`config.mk`:
```
export PLATFORM = sky130hd
export DESIGN_NAME = mem_arbiter
export DESIGN_NICKNAME = d
export VERILOG_FILES = /design/src/rtl/arb_pkg.sv /design/src/rtl/rr_picker.sv /design/src/rtl/mem_arbiter.sv
export SDC_FILE = /design/constraint.sdc
export NUM_CORES = 1
export LEC_CHECK = 0
export CORE_AREA = 5 5 152 154
export DETAILED_ROUTE_END_ITERATION = 6
export DIE_AREA = 0 0 157 159
export GPL_TIMING_DRIVEN = 0
export PLACE_DENSITY = 0.7
export SLEW_MARGIN = 20
export SYNTH_ARGS = -nofsm -noshare
export SYNTH_HDL_FRONTEND = slang
export SYNTH_SLANG_ARGS = --single-unit
```
`constraint.sdc`:
```
create_clock -name clk -period 2.2 [get_ports clk]
set_input_delay 0.44 -clock clk [delete_from_list [all_inputs] [get_ports clk]]
set_output_delay 0.44 -clock clk [all_outputs]
set_load 0.05 [all_outputs]
```
`src/rtl/arb_pkg.sv`:
```
// Shared types, constants and helpers for the main-memory arbiter.
package arb_pkg;

   localparam int NREQ_DEFAULT = 4;
   localparam int WORD_W       = 32;

   typedef logic [WORD_W-1:0] word_t;
   typedef logic [WORD_W-1:0] address_t;

   typedef enum logic [1:0] {IDLE, BUSY, DONE} arb_state_t;
   typedef enum logic       {OP_READ, OP_WRITE} arb_op_t;

   // Successor of idx on a ring of n requesters.
   function automatic int wrap_inc(input int idx, input int n);
      return (idx + 1 >= n) ? 0 : idx + 1;
   endfunction

endpackage

```
`src/rtl/rr_picker.sv`:
```
// Combinational round-robin picker: first active requester at or after rr_ptr_i,
// wrapping modulo NREQ.
module rr_picker
   import arb_pkg::*;
#(
   parameter  int NREQ  = NREQ_DEFAULT,
   localparam int IDX_W = (NREQ > 1) ? $clog2(NREQ) : 1
) (
   input  logic [NREQ-1:0]  active_i,
   input  logic [IDX_W-1:0] rr_ptr_i,
   output logic             valid_o,
   output logic [IDX_W-1:0] winner_o
);

   logic [IDX_W-1:0] idx;

   // NOTE: every variable written here gets a default first, so no latch is inferred.
   always_comb begin
      valid_o  = |active_i;
      winner_o = rr_ptr_i;
      idx      = '0;
      // Scan offsets from farthest to nearest so the nearest active one is assigned last.
      for (int k = NREQ - 1; k >= 0; k--) begin
         idx = IDX_W'((int'(rr_ptr_i) + k) % NREQ);
         if (active_i[idx]) winner_o = idx;
      end
   end

endmodule

```
`src/rtl/mem_arbiter.sv`:
```
// Round-robin arbiter giving NREQ requesters one-at-a-time access to single-ported memory.
// Optional macro ARB_TIMEOUT_EN aborts an access after TIMEOUT cycles without mem_ready.
module mem_arbiter
   import arb_pkg::*;
#(
   parameter int NREQ    = NREQ_DEFAULT,
   parameter int ADDR_W  = $bits(address_t),
   parameter int DATA_W  = $bits(word_t),
   parameter int TIMEOUT = 255
) (
   input  logic                     clk,
   input  logic                     RST,
   input  logic [NREQ-1:0]          req_ren,
   input  logic [NREQ-1:0]          req_wen,
   input  logic [NREQ*ADDR_W-1:0]   req_addr,
   input  logic [NREQ*DATA_W-1:0]   req_wdata,
   output logic [NREQ-1:0]          req_hit,
   output logic [DATA_W-1:0]        req_rdata,
   output logic                     req_err,
   output logic                     mem_ren,
   output logic                     mem_wen,
   output logic [ADDR_W-1:0]        mem_addr,
   output logic [DATA_W-1:0]        mem_wdata,
   input  logic [DATA_W-1:0]        mem_rdata,
   input  logic                     mem_ready
);

   localparam int IDX_W = (NREQ > 1) ? $clog2(NREQ) : 1;

   if (NREQ < 2 || TIMEOUT < 1) begin : g_bad_params
      $error("mem_arbiter: NREQ must be >= 2 and TIMEOUT >= 1");
   end

   arb_state_t        state_q, state_d;
   arb_op_t           op_q, op_d;
   logic [IDX_W-1:0]  grant_q, grant_d;
   logic [IDX_W-1:0]  rr_ptr_q, rr_ptr_d;
   logic [ADDR_W-1:0] addr_q, addr_d;
   logic [DATA_W-1:0] wdata_q, wdata_d;
   logic [DATA_W-1:0] rdata_q, rdata_d;
   logic              err_q, err_d;

   logic [NREQ-1:0]   active;
   logic              pick_valid;
   logic [IDX_W-1:0]  pick_idx;
   logic              timed_out;

   assign active = req_ren | req_wen;

   rr_picker #(.NREQ(NREQ)) u_picker (
      .active_i (active),
      .rr_ptr_i (rr_ptr_q),
      .valid_o  (pick_valid),
      .winner_o (pick_idx)
   );

`ifdef ARB_TIMEOUT_EN
   localparam int CNT_W = ($clog2(TIMEOUT + 1) > 8) ? $clog2(TIMEOUT + 1) : 8;

   logic [CNT_W-1:0] wait_q, wait_d;

   // Counter is zero whenever BUSY is entered because IDLE always clears it.
   always_comb begin
      wait_d    = wait_q;
      timed_out = 1'b0;
      if (state_q == IDLE) begin
         wait_d = '0;
      end else if (state_q == BUSY && !mem_ready) begin
         wait_d    = wait_q + 1'b1;
         timed_out = (wait_d == CNT_W'(TIMEOUT));
      end
   end

   always_ff @(posedge clk) begin
      if (RST) wait_q <= '0;
      else     wait_q <= wait_d;
   end
`else
   assign timed_out = 1'b0;
`endif

   always_comb begin
      state_d  = state_q;
      op_d     = op_q;
      grant_d  = grant_q;
      rr_ptr_d = rr_ptr_q;
      addr_d   = addr_q;
      wdata_d  = wdata_q;
      rdata_d  = rdata_q;
      err_d    = 1'b0;
      unique case (state_q)
         IDLE: begin
            if (pick_valid) begin
               grant_d = pick_idx;
               op_d    = req_wen[pick_idx] ? OP_WRITE : OP_READ;
               addr_d  = req_addr[int'(pick_idx)*ADDR_W +: ADDR_W];
               wdata_d = req_wdata[int'(pick_idx)*DATA_W +: DATA_W];
               state_d = BUSY;
            end
         end
         BUSY: begin
            // A ready in the same cycle as the timeout wins.
            if (mem_ready) begin
               rdata_d = (op_q == OP_WRITE) ? '0 : mem_rdata;
               state_d = DONE;
            end else if (timed_out) begin
               rdata_d = '0;
               err_d   = 1'b1;
               state_d = DONE;
            end
         end
         DONE: begin
            rr_ptr_d = IDX_W'(wrap_inc(int'(grant_q), NREQ));
            state_d  = IDLE;
         end
         default: state_d = IDLE;
      endcase
   end

   // NOTE: sequential state uses non-blocking assignments only.
   always_ff @(posedge clk) begin
      if (RST) begin
         state_q  <= IDLE;
         op_q     <= OP_READ;
         grant_q  <= '0;
         rr_ptr_q <= '0;
         // NOTE: datapath registers are reset as well because they drive outputs directly.
         addr_q   <= '0;
         wdata_q  <= '0;
         rdata_q  <= '0;
         err_q    <= 1'b0;
      end else begin
         state_q  <= state_d;
         op_q     <= op_d;
         grant_q  <= grant_d;
         rr_ptr_q <= rr_ptr_d;
         addr_q   <= addr_d;
         wdata_q  <= wdata_d;
         rdata_q  <= rdata_d;
         err_q    <= err_d;
      end
   end

   always_comb begin
      req_hit = '0;
      if (state_q == DONE) req_hit[grant_q] = 1'b1;
   end

   assign mem_ren   = (state_q == BUSY) && (op_q == OP_READ);
   assign mem_wen   = (state_q == BUSY) && (op_q == OP_WRITE);
   assign mem_addr  = addr_q;
   assign mem_wdata = wdata_q;
   assign req_rdata = rdata_q;
   assign req_err   = err_q;

endmodule

```
-- Yosys cells after proc, flatten, opt, wreduce, memory -nomap -nowiden
Index checks and enable logic that the tools add are counted.
- add/subtract/negate cells: 4
- $lt $le $gt $ge: 8
- equality and inequality tests: 4
- shift operators: 2
- muxes and demuxes: 23
- bitwise gates (word level): 2
- reduce and logical (&&, ||, !) cells: 8
- operator list (cell ; count):
    variable part select 128 x 8 -> 32 bit ; 2
    two-way mux 32 bit ; 1
    < comparator 2 x 3 -> 1 bit, second input constant ; 6
    two-way mux 2 bit ; 7
    binary-select mux 1 bit (select 2 bit) ; 5
    two-way mux 1 bit ; 7
    AND reduction 2 bit ; 3
    adder 2 bit, second input constant ; 2
    two-way mux 4 bit ; 1
    != test 2 bit, second input constant ; 2
    bitwise OR 4 bit ; 1
    one-hot mux 2 bit (2 select lines) ; 1
    OR reduction 4 bit ; 1
    adder 2 x 1 -> 3 bit, second input constant ; 1
    greater-or-equal comparator 3 bit, second input constant ; 1
    logical AND 1 bit ; 3
    adder 2 x 1 -> 2 bit, second input constant ; 1
    demux 1 bit (select 2 bit) ; 1
    equality test 2 x 1 -> 1 bit, second input constant ; 1
    equality test 2 bit, second input constant ; 1
    greater-or-equal comparator 2 x 1 -> 1 bit, second input constant ; 1
    logical NOT 2 bit ; 1
    NOT 1 bit ; 1
- bits in registers: 103
- input port bits: 299
- output and inout bits: 103
- word-level logic and storage cells: 58

-- Longest topological paths before layout
Gate-level depths: netlist of run 1.
- depth in word-level cells: 10
- mapped depth: 9
- depth with buffers taken out: 5

-- By module
From an unflattened synthesis of run 1, not the netlist that was laid out.
- cells, all modules: 424
- area total of the unflattened synthesis: 5273.8 um^2
- modules (own cells, without submodules) (module ; times used ; cells each ; area each (um^2) ; seq. area each (um^2)):
    mem_arbiter ; 1 ; 408 ; 5173.7 ; 2062.0
    rr_picker ; 1 ; 16 ; 100.1 ; 0.0

-- Least setup slack after synthesis of run 1
OpenSTA, ideal clock, no wires.
- path kind: reg2out
- from: register op_q
- to: output port mem_ren
- arrival: 1824 ps
- required time: 1760 ps
- setup slack: -64 ps
- stages on the path, launching flop included: 4
- path buffers: 2
- cells stage by stage: dfxtp_1 clkbuf_1 clkbuf_1 nor3b_1
- word-level cells in the longest chain between the ends: 2
- RTL lines (element ; line ; RTL):
    from (decl) ; mem_arbiter.sv:35 ; arb_op_t op_q, op_d;
    from (signal assigned) ; mem_arbiter.sv:134 ; op_q <= op_d;
    NOT 1 bit ; mem_arbiter.sv:149 ; assign mem_ren = (state_q == BUSY) && (op_q == OP_READ);
    logical AND 1 bit ; mem_arbiter.sv:149 ;
    to (decl) ; mem_arbiter.sv:20 ; output logic mem_ren,
Every way passes these cells.

-- Worst setup path after layout of run 1
- from: input port req_wen[1]
- to: register wdata_q[23] (netlist: mem_wdata[23])
- word-level cells in the longest chain between the ends: 8
- elaborated cells between the ends (all ways): 16
- RTL lines (element ; line ; RTL):
    from (decl) ; mem_arbiter.sv:14 ; input logic [NREQ-1:0] req_wen,
    bitwise OR 4 bit * ; mem_arbiter.sv:48 ; assign active = req_ren | req_wen;
    binary-select mux 1 bit (select 2 bit) ; rr_picker.sv:25 ; if (active_i[idx]) winner_o = idx;
    two-way mux 1 bit (implied by the code) ; rr_picker.sv:25 ;
    two-way mux 2 bit (4 in series) ; rr_picker.sv:25 ;
    variable part select 128 x 8 -> 32 bit ; mem_arbiter.sv:97 ; wdata_d = req_wdata[int'(pick_idx)*DATA_W +: DATA_W];
    to (signal assigned) ; mem_arbiter.sv:138 ; wdata_q <= wdata_d;
    to (decl) ; mem_arbiter.sv:39 ; logic [DATA_W-1:0] wdata_q, wdata_d;
Every way passes the cells marked *; elsewhere a longest branch is shown, timed or not. The select of a mux whose other input is x is not followed.
A chain may end at the register's enable or synchronous reset.

==> results of run 1 <==
## path summary, 6_finish.rpt
path | start | endpoint | slack, ps | depth (start not counted)
worst max-delay path | req_wen[1] | mem_wdata[23] | 20 | 8
worst min-delay path | mem_addr[27] | mem_addr[27] | 480 | 1
worst max register to register | rr_ptr_q[1] | mem_wdata[12] | 50 | 8
worst min register to register | mem_addr[27] | mem_addr[27] | 480 | 1
## flip-flops by register name, indices dropped and copies added, names as in the netlist
name,cells
mem_addr,32
mem_wdata,32
req_rdata,32
grant_q,2
rr_ptr_q,2
state_q,2
op_q,1
## final cells by class
| type | count | share of cell area |
|---|---|---|
| inverters | 3 | 0.0009754 |
| clock buffers | 9 | 0.01951 |
| diodes | 1 | 0.0002168 |
| multi-input cells | 541 | 0.3362 |
| plain buffers | 106 | 0.06080 |
| well taps | 280 | 0.03035 |
| flip-flops and latches | 103 | 0.1788 |
| repair buffers | 416 | 0.3658 |
| clock inverters | 7 | 0.007370 |
## power groups by stage
| stage | clock, mW | sequential [mW] | combinational (mW) |
|---|---|---|---|
| after detailed placement | 0 | 2.29 | 2.88 |
| after global routing | 1.80 | 2.29 | 3.15 |
| final | 1.70 | 2.27 | 3.00 |
| after floorplan | 0 | 3.06 | 0.790 |
| after global placement | 0 | 2.29 | 2.88 |
| after CTS | 1.72 | 2.26 | 3.01 |
## what timing repair did
| action | CTS | global route |
|---|---|---|
| endpoints found under the setup margin | 73 | 66 |
| setup buffers | 10 | 0 |
| gates cloned | 6 | 0 |
| pin swaps | 26 | 5 |
| gates resized for setup | 145 | 44 |
## metrics by stage
stage	instance area, um2	hold slack [ps]	TNS (ps)
4_1_cts	11530	487.3	-1.657
3_5_place_dp	10750	464.8	-84270
2_1_floorplan	6394	500.9	0
6_report	11540	482.5	0
5_1_grt	11540	504.6	-10.46
3_3_place_gp	10750	460.7	-81670
## logic make-up after synthesis
group | count (synthesis) | share of synthesized area
other | 1 | 0.0005870
adders and majority gates | 4 | 0.007834
muxes | 1 | 0.001567
and+or+nand+nor | 292 | 0.2785
DFF | 103 | 0.3228
buffers and inverters | 110 | 0.07795
AOI/OAI and AO/OA | 243 | 0.3108
## metal layers
| metal | track usage | share of wire | vias to the layer above |
|---|---|---|---|
| met1 | 0.3111 | 0.40 | 3836 |
| met5 | 0 | 0.00039 | - |
| met2 | 0.4235 | 0.48 | 378 |
| met4 | 0.08008 | 0.031 | 2 |
| li1 | - | - | 3857 |
| met3 | 0.06333 | 0.086 | 61 |
## synthesized netlist by cell type, types with 6 or more instances
library cell,count
nand4_1,64
buf_1,12
buf_6,8
a21oi_1,35
a22o_1,64
buf_2,8
o211ai_1,66
clkbuf_1,75
dfxtp_1,103
a311o_1,65
and4_1,56
nor2_1,46
nand2_1,66
nor3b_1,33
and4_4,8
and2_1,6
## critical path: stages
cell             delay, ps
clkdlybuf4s15_1        260
or4_4                  470
o21a_4                 250
buf_4                  140
clkbuf_4               170
and4_1                 180
a311o_1                330
a22o_1                 180
==> flow_summary.yaml, run 1 <==
run_status:
  outcome: "finished clean"
logic_synthesis:
  ys_types: 41
  synthFlopType: "dfxtp_1"
  syn_avg_cell_area_um2: 8.473
  synth_enable_flop_cells: 0
  ys_warn_count: 0
  postSynthCellCount: 754
  ys_seq_area_frac: 0.3228
  synth_nets: 1057
  synth.top_cells.by_area: "dfxtp_1 32%, a311o_1 10%, a22o_1 8.8%, o211ai_1 7.8%, and4_1 7.7%"
  synth_area_um2: 6389
  synthArstFlopShare: 0
  yosys.area.top_type: "dfxtp_1"
  synth_seq_cells: 103
  yosysTopAreaCellShare: 0.3228
grt:
  antenna_found_initial: 2
  grt_pass1_wl_um: 48910
  grt_usage: 0.2507
  grt_max_degree: 22
  gr-total-overflow: 0
  grt_pass1_vias: 8225
power:
  ir_worst_vdd_uv: 333.7
  power_mw: 6.961
  switchingPower_mw: 2.688
  switching_share: 0.3862
  pwr-share-clk: 0.244
  p_int_mw: 4.273
  leakagePower_nw: 4.253
  power_frac_comb: 0.430
  power.density_nw_per_um2: 603.0
  seq_power_share: 0.326
cells_and_area:
  final_core_util: 0.5356
  multi_input_area_um2: 3881
  final_cells: 1466
  fill_cells: 2088
  final_cell_mix: "386 x clkdlybuf4s50_1, 101 x dfxtp_1, 66 x nand2_1, 66 x o211ai_1"
  regArea_um2: 2064
  layout.nets: 1483
  area_growth_pct: 80.71
  layout_commonest_cell: "clkdlybuf4s50_1"
  drive_above_1_share: 0.1300
worst_setup_path:
  cp-start-kind: "input pin"
  arrival_ps: 2430
  cp_data_required_time_ps: 2460
  criticalPathCategory: "input pin to register"
  setup.worst_path.end_class: "register"
  worstPathMaxFanout: 10
floorplanning:
  start_util: 0.2964
  die_y_um: 159
  ios: 402
  coreArea_um2: 21550
  die_x_um: 157
  die_area_um2: 24960
  rows: 54
routing:
  firstDrtPassIters: 5
  routedWlPerCell_um: 22.65
  dr.first_iter.drc_count: 481
  vias: 8134
  drc_errors: 0
  drt-total-wl_um: 33210
  postRouteAntennaNets: 0
  vias_per_cell: 5.548
place:
  pre_cts_ws_ps: -1318
  io_buffer_count: 400
  dp_hpwl_um: 25340
  dpl.cell_count: 1434
  place.gp.congestion: 0.9066
sta:
  timing.final.ws_setup_ps: 24.53
  max_freq_mhz: 459.7
  worst_pin_slew_ps: 578.3
  finalSetupViolCount: 0
  drv_slew: 0
  relSlewSlack: 0.6132
  hold_violations: 0
  min_period_ps: 2175
  skew_ps: 21.63
  final.period_utilization: 0.9888
hold_path:
  hold_class: "register to register"
clock_tree:
  cts_sinks: 103
  numCtsBuffers: 9
  cts-hold-fix-buffers: 0
  cts.clk_slew.worst_paths_ps: 90
  tritoncts: "yes"
  clk_path_buf_depth: 2
  insertion_delay_ps: 370
  h-tree-depth: 3
  clockRootBuffer: "clkbuf_16"
run:
  drv_cap: 0
(Power assumes the default switching activity.)
==> run 2: changes to the inputs <==
RECOVER_POWER = 25   (was unset)
==> run 2 against run 1 <==
  * Sequential cell count unchanged
  * Critical path depth unchanged
  * First-iteration DRC count down 7.3%
  * Total power is 0.32% lower
  * Count of clock-buffer cells in the layout did not move
  * Design area unchanged
  * Critical endpoint unchanged
==> flow_summary.yaml, run 2 (synthesis results as in run 1) <==
run_status:
  outcome: "finished clean"
clock_tree:
  cts-hold-fix-buffers: 0
  tritoncts: "yes"
  numCtsBuffers: 9
  clockRootBuffer: "clkbuf_16"
  clk_path_buf_depth: 2
  cts_sinks: 103
  h-tree-depth: 3
  insertion_delay_ps: 370
  cts.clk_slew.worst_paths_ps: 90
worst_setup_path:
  worstPathMaxFanout: 10
  setup.worst_path.end_class: "register"
  cp-startpoint: "req_wen[1]"
  cp_data_required_time_ps: 2460
  reg2reg_from: "rr_ptr_q[1]"
  cp-start-kind: "input pin"
  arrival_ps: 2440
  criticalPathCategory: "input pin to register"
sta:
  max_freq_mhz: 458.7
  worst_pin_slew_ps: 569.1
  drv_slew: 0
  min_period_ps: 2180
  skew_ps: 19.43
  finalSetupViolCount: 0
  relSlewSlack: 0.6194
  hold_violations: 0
  holdWs_ps: 482.4
  final.period_utilization: 0.9909
floorplanning:
  die_x_um: 157
  die_y_um: 159
  ios: 402
  start_util: 0.2964
  rows: 54
  die_area_um2: 24960
  coreArea_um2: 21550
routing:
  drc_errors: 0
  drt-total-wl_um: 33230
  postRouteAntennaNets: 0
  met3WireLength_um: 2854
  maxUsedRoutingLayer: "met5"
  wl_met2_um: 15820
  vias: 8141
  firstDrtPassIters: 5
  vias_per_cell: 5.553
  routedWlPerCell_um: 22.67
  wl_met1_um: 13480
  dr.first_iter.drc_count: 446
power:
  ir_worst_vdd_uv: 330.3
  power.density_nw_per_um2: 601.1
  leakagePower_nw: 4.340
  pwr-share-clk: 0.244
  switchingPower_mw: 2.683
  power_frac_comb: 0.429
  switching_share: 0.3867
  seq_power_share: 0.327
  p_int_mw: 4.256
place:
  place.gp.congestion: 0.9066
  dpl.cell_count: 1434
  dp_hpwl_um: 25340
  io_buffer_count: 400
cells_and_area:
  layout_commonest_cell: "clkdlybuf4s50_1"
  final_cell_mix: "354 x clkdlybuf4s50_1, 101 x dfxtp_1, 66 x nand2_1, 66 x o211ai_1"
  final_cells: 1466
  layout.nets: 1483
  final_core_util: 0.5356
  area_growth_pct: 80.71
  drive_above_1_share: 0.1300
grt:
  grt_pass1_vias: 8225
  grt_usage: 0.2507
  gr-total-overflow: 0
  grt_pass1_wl_um: 48910
  antenna_found_initial: 2
  grt_max_degree: 22
hold_path:
  hold_class: "register to register"
  worstHoldStart: "mem_addr[27]"
run:
  drv_cap: 0
run 2: cell count changes in the layout (fill, tap and decap cells not counted), sizes merged:
cell,delta
clkbuf,+3
dlygate4sd3,+32
clkdlybuf4s50,-32
buf,-3
run 2: final timing paths:
path | end | slack, ps | cells past startpoint
max | mem_wdata[23] | 20 | 8
max reg2reg | mem_wdata[12] | 50 | 8
min | mem_addr[27] | 480 | 1
min reg2reg | mem_addr[27] | 480 | 1
run 2: worst max-delay path: stages:
cell	delay, ps
clkdlybuf4s15_1	260
or4_4	470
o21a_4	250
buf_4	140
clkbuf_4	170
and4_1	180
a311o_1	330
a22o_1	180
run 2: per-layer routing:
layer  up-vias  global-route usage
met5         -                   0
met4         2             0.08008
met3        61             0.06333
met2       386              0.4235
met1      3836              0.3111
li1       3856                   -
run 2: metrics by stage:
stage / instance area, um2 / setup WS [ps] / setup TNS (ps) / power (mW)
2_1_floorplan: 6394 / 1.146 / 0 / 3.846
3_3_place_gp: 10750 / -1261 / -81670 / 5.165
3_5_place_dp: 10750 / -1318 / -84270 / 5.166
4_1_cts: 11530 / -1.657 / -1.657 / 6.992
5_1_grt: 11540 / -4.337 / -10.46 / 7.231
6_report: 11540 / 20.10 / 0 / 6.939
run 2: power by group through the flow:
stage               clock [mW]  sequential [mW]  combinational (mW)
floorplan                    0             3.06               0.790
global placement             0             2.29                2.88
detailed placement           0             2.29                2.88
CTS                       1.72             2.26                3.01
global route              1.80             2.29                3.14
finish                    1.69             2.27                2.98
run 2: cell type report:
type / instances / area [um2]
antenna: 1 / 2.502
buffer: 106 / 701.9
clock buffer: 9 / 225.2
clock inverter: 7 / 85.08
fill: 2088 / 10010
inverter: 3 / 11.26
multi-input combinational: 541 / 3881
sequential: 103 / 2064
tap: 280 / 350.3
timing repair buffer: 416 / 4223
run 2: timing repair:
| item | 4_1_cts | 5_1_grt |
|---|---|---|
| endpoints found under the setup margin | 73 | 66 |
| buffers inserted | 10 | 0 |
| endpoints found under the hold margin | 0 | 0 |
| gates cloned | 6 | 0 |
| resized for setup | 145 | 44 |
| pin swaps | 26 | 5 |
==> run 3: changes to the inputs <==
CORE_AREA = 2 2 158 160   (was 5 5 152 154)
DIE_AREA = 0 0 160 162   (was 0 0 157 159)
PLACE_DENSITY = 0.63   (was 0.7)
==> run 3 against run 2 <==
  * Clock skew down 4.7 ps
  * Clock power grew 4%
  * Design area down 0.91%
  * Die area increased by 3.8%
  * Global-route usage decreased by 0.43 points
  * Sequential power barely moved
  * Setup slack better by 55 ps
  * Critical path depth stayed put
  * Sequential cell count is the same
  * Routed wire length down 0.23%
  * Maximum frequency increased by 2.6%
  * Critical path type unchanged
  * Largest cell class unchanged
  * Largest power group unchanged
==> flow_summary.yaml, run 3 (synthesis results as in run 1) <==
place:
  pre_cts_ws_ps: -1336
  place_area_um2: 10800
  io_buffer_count: 400
  dp_hpwl_um: 25310
  place.gp.congestion: 0.8839
power:
  power_mw: 6.965
  power.density_nw_per_um2: 608.8
  leakagePower_nw: 4.242
  ir_worst_vdd_uv: 316.1
cells_and_area:
  final_area_um2: 11440
  final_cell_mix: "362 x clkdlybuf4s50_1, 101 x dfxtp_1, 66 x nand2_1, 66 x o211ai_1"
  drive_above_1_share: 0.1256
  layout.nets: 1476
  area_growth_pct: 79.06
  layout_commonest_cell: "clkdlybuf4s50_1"
sta:
  finalSetupViolCount: 0
  timing.final.ws_setup_ps: 74.64
  max_freq_mhz: 470.5
  final.period_utilization: 0.9661
  hold_violations: 0
  worst_pin_slew_ps: 574.4
  relSlewSlack: 0.6158
  min_period_ps: 2125
  drv_slew: 0
  skew_ps: 14.72
worst_setup_path:
  worstPathCellList: "dlygate4sd2_1, or4_4, o21a_4, buf_12, buf_6, buf_6, a311o_1, a22o_1"
  endpoint: "mem_wdata[13]"
  arrival_ps: 2380
  reg2reg_from: "rr_ptr_q[1]"
  setup.worst_path.end_class: "register"
  worstPathMaxFanout: 10
  cp-start-kind: "input pin"
  r2r_slack_ps: 90
  cp_slowest_stage_delay_ps: 430
  reg2reg_to: "mem_wdata[13]"
  worstRegToRegCells: 8
  crit_path_frequent_cell: "buf_6"
  cp_data_required_time_ps: 2460
  cp-startpoint: "req_ren[2]"
  criticalPathCategory: "input pin to register"
  crit_path_top_delay_cell: "or4_4"
floorplanning:
  coreArea_um2: 24110
  start_util: 0.2650
  ios: 402
  die_area_um2: 25920
  die_x_um: 160
  die_y_um: 162
  rows: 57
grt:
  antenna_found_initial: 2
  grt_max_degree: 23
  gr-total-overflow: 0
  grt_usage: 0.2463
  grt_pass1_wl_um: 49060
  grt_pass1_vias: 8235
routing:
  postRouteAntennaNets: 0
  vias_per_cell: 5.391
  firstDrtPassIters: 4
  vias: 8102
  routedWlPerCell_um: 22.06
  drt-total-wl_um: 33150
  dr.first_iter.drc_count: 507
  drc_errors: 0
run_status:
  outcome: "finished clean"
hold_path:
  hold_class: "input pin to register"
clock_tree:
  clk_path_buf_depth: 2
  clockRootBuffer: "clkbuf_16"
  h-tree-depth: 3
  tritoncts: "yes"
  cts.clk_slew.worst_paths_ps: 90
  cts_sinks: 103
  numCtsBuffers: 9
  cts-hold-fix-buffers: 0
  insertion_delay_ps: 370
run:
  drv_cap: 0
run 3: changes by cell type in the layout (fill, tap and decap cells not counted), moves of 2 or more:
| cell | previous run | this run |
|---|---|---|
| clkdlybuf4s50_1 | 354 | 362 |
| clkdlybuf4s15_1 | 2 | 0 |
| clkbuf_1 | 20 | 18 |
| buf_2 | 18 | 26 |
| dlygate4sd3_1 | 32 | 24 |
| buf_8 | 4 | 1 |
| buf_6 | 6 | 11 |
| bufbuf_16 | 3 | 1 |
| inv_8 | 1 | 3 |
| clkbuf_4 | 19 | 11 |
run 3: metal layers:
layer | up-vias | GRT usage | wire length (um) | share of wire
met3 | 67 | 0.06256 | 2643 | 0.080
met1 | 3811 | 0.2914 | 13500 | 0.41
met5 | - | 0 | 13 | 0.00039
li1 | 3857 | - | - | -
met4 | 2 | 0.09992 | 1096 | 0.033
met2 | 365 | 0.4274 | 15890 | 0.48
run 3: timing repair:
item | in CTS | in global routing
gates cloned | 3 | 0
endpoints found under the setup margin | 73 | 70
pin swaps | 11 | 4
buffers inserted | 6 | 0
resized for setup | 129 | 72
run 3: area by class of cell:
| cell class | instances | area [um2] |
|---|---|---|
| clock buffers | 9 | 225.2 |
| inverters | 3 | 11.26 |
| diodes | 1 | 2.502 |
| well taps | 324 | 405.4 |
| multi-input cells | 541 | 3881 |
| fillers | 2437 | 12670 |
| repair buffers | 409 | 4088 |
| flip-flops and latches | 103 | 2064 |
| plain buffers | 106 | 670.6 |
| clock inverters | 7 | 91.34 |
run 3: metrics by stage:
step           instances  TNS, ps  utilization  hold WS [ps]
2_1_floorplan        754        0            -         500.9
3_3_place_gp        1478   -80080       0.4481         461.5
3_5_place_dp        1478   -83530       0.4481         463.2
4_1_cts             1502        0       0.4730         457.6
5_1_grt             1503   -2.232       0.4746         490.5
6_report            1503        0       0.4746         466.7
run 3: worst max-delay path: cells and delay by family:
kind	cells	cell delay (ps)
AOI/OAI and AO/OA	3	770
buffers and inverters	4	730
and+or+nand+nor	1	430
run 3: worst min-delay path by stage:
| stage | end | depth (start not counted) | from | slack, ps |
|---|---|---|---|---|
| final | op_q | 4 | req_wen[3] | 470 |
| after global routing | mem_addr[4] | 1 | mem_addr[4] | 490 |
| after CTS | op_q | 4 | req_wen[3] | 460 |
| after detailed placement | mem_addr[5] | 1 | mem_addr[5] | 460 |
| after global placement | mem_addr[2] | 1 | mem_addr[2] | 460 |
| after floorplan | rr_ptr_q[0] | 2 | rr_ptr_q[0] | 500 |
run 3: where the power goes:
part / internal [mW] / switching (mW)
registers: 2.10 / 0.150
clock network: 0.830 / 0.931
logic: 1.29 / 1.66
total: 4.23 / 2.74
==> RTL change: new RTL, config.mk and constraints of run 3 <==
The package constant `NREQ_DEFAULT` goes from 4 to 2.
--- a/src/rtl/arb_pkg.sv
+++ b/src/rtl/arb_pkg.sv
@@ -2,5 +2,5 @@
 package arb_pkg;
 
-   localparam int NREQ_DEFAULT = 4;
+   localparam int NREQ_DEFAULT = 2;
    localparam int WORD_W       = 32;
 
Interface: changed (5 resized); port bits go from 402 to 268. No check against the original RTL was run, so the function may have changed too.
==> RTL change against run 3 <==
  * Routed wire length fell by 43%
  * Critical path depth down 5
  * Total power shrank 17%
  * Area after synthesis shrank 28%
  * Cell area is 30% lower
  * Sequential cell count down 2
  * Worst hold slack got worse by 15 ps
  * Worst setup slack better by 110 ps
  * First-iteration DRC count decreased by 35%
  * Via count shrank 40%
==> RTL change: results (changes against run 3) <==
| Metric | Value |
|---|---|
| Met3 WL | 1780 um (was 2640 um) |
| Run status | completed (unchanged) |
| Main area contributors after synthesis | sky130_fd_sc_hd__dfxtp_1, sky130_fd_sc_hd__o221a_1, sky130_fd_sc_hd__a41oi_1 (was sky130_fd_sc_hd__dfxtp_1, sky130_fd_sc_hd__a311o_1, sky130_fd_sc_hd__a22o_1) |
| Logic pwr share | 33.3% (was 42.4%) |
| Leakage dissipation | 2.94 nW (was 4.24 nW) |
| Global-route met3 utilization | 5.87% (was 6.26%) |
| Pre-CTS WS | -217 ps (was -1340 ps) |
| Sequential cell power | 2.12 mW (was 2.25 mW) |
| Wire length of the first global-routing pass | 29000 um (was 49100 um) |
| Skew final | 9.89 ps (was 14.7 ps) |
| Postcts setup bufs | 0 (was 6) |
| Per-cell routed wire length | 17.3 um (was 22.1 um) |
| HPWL after detailed placement | 13800 um (was 25300 um) |
| Met2 Use GR | 23.0% (was 42.7%) |
| Cell-internal power | 3.83 mW (was 4.23 mW) |
| Number of vias per cell | 4.52 (was 5.39) |
| Via count | 4895 (was 8102) |
| Fill cell total of the finished layout | 2568 (was 2437) |
| Post-Synthesis Mean Instance Area | 9.73 um^2 (was 8.47 um^2) |
| Highest metal layer with signal wires | met4 (was met5) |
| Layout cell share with drive strength beyond 1 | 8.59% (was 12.6%) |
| Initial drt markers | 331 (was 507) |
| Clock-pin slew of the registers on the worst-case setup and hold paths | 70 ps (was 90 ps) |
| Syn nets | 643 (was 1057) |
| Pin count of the biggest net entering global routing | 17 (was 23) |
| Unique cell type count in the Yosys netlist | 30 (was 41) |
| Pin slew with the least headroom to its limit | 759 ps (was 574 ps) |
| Weighted congestion reported at the end of routability-driven placement | 0.806 (was 0.884) |
| Cell with the biggest individual delay on the critical path | sky130_fd_sc_hd__dfxtp_2 (was sky130_fd_sc_hd__or4_4) |
| Critical path's top delay family | buffers and inverters (was compound AO/OA/AOI/OAI gates) |
-- RTL change: layout make-up --
cell class                 instances  area (um^2)  area share, %
inverter                          65          244           3.06
clock buffer                      11          233           2.92
timing repair buffer             265         2650           33.1
sequential                       101         2020           25.3
clock inverter                     5         85.1           1.07
buffer                            56          338           4.23
multi-input combinational        254         2010           25.1
tap                              324          405           5.08
antenna                            1         2.50         0.0314
-- RTL change: worst paths after layout --
kind              cells past startpoint            end  slack (ps)          start
setup / recovery                      3        mem_wen         180           op_q
hold / removal                        2  req_rdata[30]         450  req_rdata[30]
setup reg to reg                      5  mem_wdata[21]         350     state_q[1]
hold reg to reg                       2  req_rdata[30]         450  req_rdata[30]
-- RTL change: cells by family after synthesis --
logic type | synth area share [%]
flip-flops | 43.7
AO/OA/AOI/OAI | 32.5
buffers and inverters | 12.6
other | 0.0810
AND/OR/NAND/NOR | 11.1
-- RTL change: timing repair --
item,CTS,global route
endpoints found under the setup margin,4,3
resized for setup,10,6
hold buffers,0,0
